<file path="src/rtl/tbu_window.sv">
// rtl/tbu_window.sv - sliding-window Viterbi traceback unit with a 3-segment survivor buffer
//
// Purpose: stores ACS decision vectors in a circular buffer of 3L entries. Each time a
// segment of L vectors completes (with at least 2L vectors since clear), it traces back
// 2L steps from the best state: L convergence steps, then L decode steps. The decoded
// bits are then emitted oldest first, one per cycle.
//
// Ports:
//   clk        clock
//   rst        synchronous active-high reset
//   enable     0 = soft clear, same effect as rst
//   dec_valid  decision vector valid
//   dec_ready  buffer can accept a vector (low while a traceback is pending)
//   dec_in     decision bits, bit s = survivor decision for state s
//   best_state best-metric state, sampled with each accepted write
//   d_o        decoded bit (registered)
//   wr_en      d_o valid (registered)
module tbu_window #(
   parameter int M = 3,
   parameter int L = 16
) (
   input  logic               clk,
   input  logic               rst,
   input  logic               enable,
   input  logic               dec_valid,
   output logic               dec_ready,
   input  logic [(1<<M)-1:0]  dec_in,
   input  logic [M-1:0]       best_state,
   output logic               d_o,
   output logic               wr_en
);

   localparam int N  = 1 << M;
   localparam int D  = 3 * L;
   localparam int AW = $clog2(D);
   localparam int CW = $clog2(2 * L + 1);
   localparam int SW = (L > 1) ? $clog2(L) : 1;

   typedef enum logic [1:0] {IDLE, CONV, DECODE, EMIT} state_t;

   state_t          state, state_nxt;
   logic [N-1:0]    mem [D];
   logic [AW-1:0]   wptr, wptr_inc, wptr_dec;
   logic [AW-1:0]   raddr, raddr_dec;
   logic [CW-1:0]   fill;
   logic [M-1:0]    ts, start_state;
   logic [SW-1:0]   step;
   logic [L-1:0]    lifo;
   logic            pending;
   logic            clr, accept, seg_done, trigger, step_done, load_tb;
   logic [N-1:0]    rd_vec;
   logic            tb_bit;

   assign clr       = rst || !enable;
   assign dec_ready = !pending;

   always_comb begin
      accept    = dec_valid && dec_ready;
      wptr_inc  = (wptr == AW'(D - 1)) ? '0 : wptr + AW'(1);
      wptr_dec  = (wptr == '0) ? AW'(D - 1) : wptr - AW'(1);
      raddr_dec = (raddr == '0) ? AW'(D - 1) : raddr - AW'(1);
      seg_done  = (wptr_inc == AW'(0)) || (wptr_inc == AW'(L)) || (wptr_inc == AW'(2 * L));
      // fill counts writes before this one; this write makes it >= 2L
      trigger   = accept && seg_done && (fill >= CW'(2 * L - 1));
      step_done = (step == SW'(L - 1));
      rd_vec    = mem[raddr];
      tb_bit    = rd_vec[ts];
   end

   // Next-state logic. load_tb starts a new traceback, either from a fresh trigger
   // or from the pending request left by a completion that arrived while busy.
   always_comb begin
      state_nxt = state;
      load_tb   = 1'b0;
      case (state)
         IDLE: begin
            if (trigger || pending) begin
               state_nxt = CONV;
               load_tb   = 1'b1;
            end
         end
         CONV: begin
            if (step_done) state_nxt = DECODE;
         end
         DECODE: begin
            if (step_done) state_nxt = EMIT;
         end
         EMIT: begin
            if (step_done) begin
               if (trigger || pending) begin
                  state_nxt = CONV;
                  load_tb   = 1'b1;
               end else begin
                  state_nxt = IDLE;
               end
            end
         end
         default: state_nxt = IDLE;
      endcase
   end

   always_ff @(posedge clk) begin
      if (clr) state <= IDLE;
      else     state <= state_nxt;
   end

   // Survivor memory has no reset: every entry is rewritten before it can be read.
   always_ff @(posedge clk) begin
      if (!clr && accept) mem[wptr] <= dec_in;
   end

   always_ff @(posedge clk) begin
      if (clr) begin
         wptr        <= '0;
         fill        <= '0;
         pending     <= 1'b0;
         start_state <= '0;
         ts          <= '0;
         raddr       <= '0;
         step        <= '0;
         lifo        <= '0;
         d_o         <= 1'b0;
         wr_en       <= 1'b0;
      end else begin
         if (accept) begin
            wptr        <= wptr_inc;
            start_state <= best_state;
            if (fill != CW'(2 * L)) fill <= fill + CW'(1);
         end

         // Writes stall while pending, so a trigger never coincides with pending.
         if (load_tb)      pending <= 1'b0;
         else if (trigger) pending <= 1'b1;

         if (state != IDLE) step <= step_done ? '0 : step + SW'(1);

         if (load_tb) begin
            if (trigger) begin
               ts    <= best_state;
               raddr <= wptr;
            end else begin
               // newest vector is the one that set pending; nothing written since
               ts    <= start_state;
               raddr <= wptr_dec;
            end
         end else if (state == CONV || state == DECODE) begin
            ts    <= M'({tb_bit, ts} >> 1);
            raddr <= raddr_dec;
         end

         if (state == DECODE) lifo[step] <= ts[0];

         // Decode pushed newest-first into lifo[0..L-1]; pop from the top for time order.
         if (state == EMIT) begin
            d_o   <= lifo[SW'(L - 1) - step];
            wr_en <= 1'b1;
         end else begin
            d_o   <= 1'b0;
            wr_en <= 1'b0;
         end
      end
   end

endmodule

</file>
<file path="config.mk">
export PLATFORM = sky130hd
export DESIGN_NAME = tbu_window
export DESIGN_NICKNAME = d
export VERILOG_FILES = /design/src/rtl/tbu_window.sv
export SDC_FILE = /design/constraint.sdc
export NUM_CORES = 1
export LEC_CHECK = 0
export CAP_MARGIN = 20
export CORE_MARGIN = 2
export CORE_UTILIZATION = 60
export DETAILED_ROUTE_END_ITERATION = 6
export HOLD_SLACK_MARGIN = 0.06
export PLACE_DENSITY = 0.76
export RECOVER_POWER = 50
export SYNTH_ARGS = -nofsm -noshare
export SYNTH_HDL_FRONTEND = slang
export SYNTH_SLANG_ARGS = --single-unit
</file>
<file path="constraint.sdc">
create_clock -name clk -period 3 [get_ports clk]
set_input_delay 0.3 -clock clk [delete_from_list [all_inputs] [get_ports clk]]
set_output_delay 0.3 -clock clk [all_outputs]
set_load 0.01 [all_outputs]
</file>
==> impl_metrics.yaml <==
floorplanning:
  die_area_um2: 31400
  die_w_um: 177
  rows: 63
  die_h_um: 177
  coreArea_um2: 29600
  pin_count: 18
  floorplan.initialDensity: 0.609
power:
  pwr-share-seq: 0.550
  p_int_w: 0.00977
  pwr_density_cell_nw_per_um2: 597
  p_clk_frac: 0.437
  switchingPower_w: 0.00233
  vdd_drop_max_mv: 0.538
  leakagePower_nw: 6.45
  p_comb_frac: 0.013
  switching_share: 0.193
synth:
  synth_area_um2: 18000
  ys_seq_area_frac: 0.702
  synth_top_area_cell: "edfxtp_1"
  yosysWarningCount: 0
  synth.area.top_cells: "edfxtp_1 (64%), mux4_2 (12%), dfxtp_1 (6.1%)"
  synth_top_area_share: 0.641
  syn_nets: 1079
  ys_seq_elements: 439
  avgSynthCellArea_um2: 17.2
  synth-edff-count: 384
  ys.flop_type: "edfxtp_1"
  synth_cell_types: 58
  syn_inst: 1048
  ys_top_cells_by_count: "edfxtp_1 (384), nor2_1 (114), mux4_2 (97)"
  synth.most_common_cell: "edfxtp_1"
  synthArstFlopShare: 0
drt:
  routedWlPerCell_um: 25.6
  totalWireLength_um: 39700
  dr.first_iter.drc_count: 1294
  drc_errors: 0
  via_count: 9886
  ant_nets: 0
  vias_per_cell: 6.37
  drt_pass1_iterations: 5
cts:
  clockBufferDepth: 3
  clock_sinks: 439
  cts_resized: 0
  cts_tree: "yes"
  worstSkewPairLatency_ps: 530
  cts_max_level: 2
  cts_setup_buffers: 0
  clk_pin_slew_ps: 60
  numCtsBuffers: 44
  cts_root_buf: "clkbuf_16"
  hold_buffers: 0
setup_path:
  reg2reg_to: "ts[2]"
  crit_family: "simple AND/OR/NAND/NOR gates"
  crit_path_cell_trace: "mux4_2 -> mux2i_1 -> nor2_1 -> nor4_1 -> o22ai_1 -> nand4_1 -> a41oi_1"
  start_kind: "flip-flop"
  reg2reg_slack_ps: 270
  crit_end: "ts[2]"
  crit_path_top_delay_cell: "dfxtp_2"
  endpoint_kind: "flip-flop"
  worstPathRequired_ps: 3400
  worstPathBufferInverterCount: 0
  critical_path_arrival_ps: 3130
  worstRegToRegCells: 7
  critPathMaxFanout: 22
  crit_path_max_incr_delay_ps: 790
  timing.setup.critical_path_class: "reg2reg"
  critical_path_depth: 7
run_status:
  outcome: "finished, violations left"
  violations: "max-capacitance violations, max-slew violations"
cells_and_area:
  num-fill-cells: 1872
  area_growth_pct: 12.5
  num_antenna_cells: 0
  final_util: 0.685
  layout.nets: 1160
  drive_gt1_frac: 0.206
flow_run:
  maxCapViolations: 8
sta:
  finalSetupViolCount: 0
  rsz0062_at_grt: "no"
  slew_violations: 394
  finalHoldViolCount: 0
  finalCriticalPeriod_ps: 2730
  slew_headroom: -0.527
  fin_ws_ps: 270
  finClkSkew_ps: 13.8
  worst_pin_slew_ps: 2290
  fin_tns_setup_ps: 0
  fmax_ghz: 0.366
  fin_crit_sh: 0.910
global_route:
  grt_max_degree: 51
  grt-ovfl-total: 0
  track_usage: 0.262
  antenna_found_initial: 0
  grt_pass1_wl_um: 60000
  grt_pass1_vias: 9763
placed_design:
  dp_hpwl_um: 24300
  gp_congestion: 0.893
  portBuffers: 17
  pre_cts_ws_ps: 311
hold_path:
  hp-class: "in2reg"
  whs_path_depth: 3
[per-layer routing]
| layer | wire (µm) | GRT usage | vias to the layer above | share of wire |
|---|---|---|---|---|
| li1 | - | - | 4310 | - |
| met1 | 15600 | 0.363 | 4944 | 0.39 |
| met2 | 19000 | 0.414 | 543 | 0.48 |
| met3 | 3760 | 0.0634 | 89 | 0.095 |
| met4 | 1370 | 0.0895 | 0 | 0.034 |
| met5 | 0 | 0 | - | 0 |
[cells by family after synthesis]
logic type	synth area share
compound gates	0.0368
xor+xnor	0.00584
fa+ha+maj	0.0111
buf+inv	0.0264
flops	0.702
mux	0.151
simple gates	0.0673
[cell usage in the layout (no fill, tap or decap), types with 9 or more instances in the layout]
cell type | netlist | layout
nor3_1 | 16 | 16
ha_1 | 16 | 16
mux4_2 | 97 | 97
nor2_1 | 114 | 114
buf_4 | 5 | 67
nand3_1 | 26 | 26
o21ai_0 | 20 | 20
nand2_1 | 46 | 46
clkinv_1 | 1 | 13
a21oi_1 | 29 | 29
mux2i_1 | 33 | 33
a31oi_1 | 9 | 9
dfxtp_1 | 55 | 51
dlygate4sd3_1 | 0 | 9
inv_1 | 17 | 17
nor2b_1 | 13 | 13
clkbuf_16 | 0 | 45
edfxtp_1 | 384 | 384
clkbuf_1 | 24 | 20
nand4_1 | 9 | 9
[power by group through the flow]
| stage | Combinational, W | Clock (W) | Sequential [W] |
|---|---|---|---|
| after floorplan | 0.0000455 | 0 | 0.00677 |
| after global placement | 0.000166 | 0 | 0.00677 |
| after detailed placement | 0.000172 | 0 | 0.00677 |
| after CTS | 0.000172 | 0.00534 | 0.00664 |
| after global routing | 0.000177 | 0.00555 | 0.00665 |
| final | 0.000163 | 0.00528 | 0.00665 |
[final cells by class]
type,count,area (µm²),share of cell area
Sequential cell,439,12600,0.624
Multi-Input combinational cell,530,4890,0.241
Clock buffer,56,1170,0.0576
Timing Repair Buffer,96,787,0.0389
Tap cell,390,488,0.0241
Clock inverter,24,210,0.0104
Inverter,18,67.6,0.00334
[registers in the layout, summed over array words and instances (netlist names), named ones only]
| register | cells |
|---|---|
| start_state | 3 |
| wr_en | 1 |
| ts | 3 |
| fill | 6 |
| mem | 384 |
| pending | 1 |
| lifo | 16 |
| raddr | 6 |
| state | 2 |
| step | 4 |
| d_o | 1 |
| wptr | 6 |
[how the worst min path moves through the flow]
stage | from | end | slack (ps)
2_1_floorplan | dec_in[0] | mem[0][0] | 400
3_3_place_gp | start_state[2] | start_state[2] | 450
3_5_place_dp | start_state[2] | start_state[2] | 450
4_1_cts | best_state[2] | start_state[2] | 380
5_1_grt | best_state[2] | start_state[2] | 380
6_report | best_state[2] | start_state[2] | 390
[stage by stage]
stage	total power, W	cells	hold WS [ps]	instance area (µm²)
after global routing	0.0124	1553	383	20300
after detailed placement	0.00694	1473	451	18900
after floorplan	0.00682	1048	399	18000
final	0.0121	1553	389	20300
after CTS	0.0121	1553	376	20300
after global placement	0.00694	1473	452	18900
[tightest hold or removal path, stage by stage]
cell,delay (ps)
clkdlybuf4s50_1,450
nand2_1,70
a21oi_1,50
Note: power is estimated with default switching activity, not from simulation.
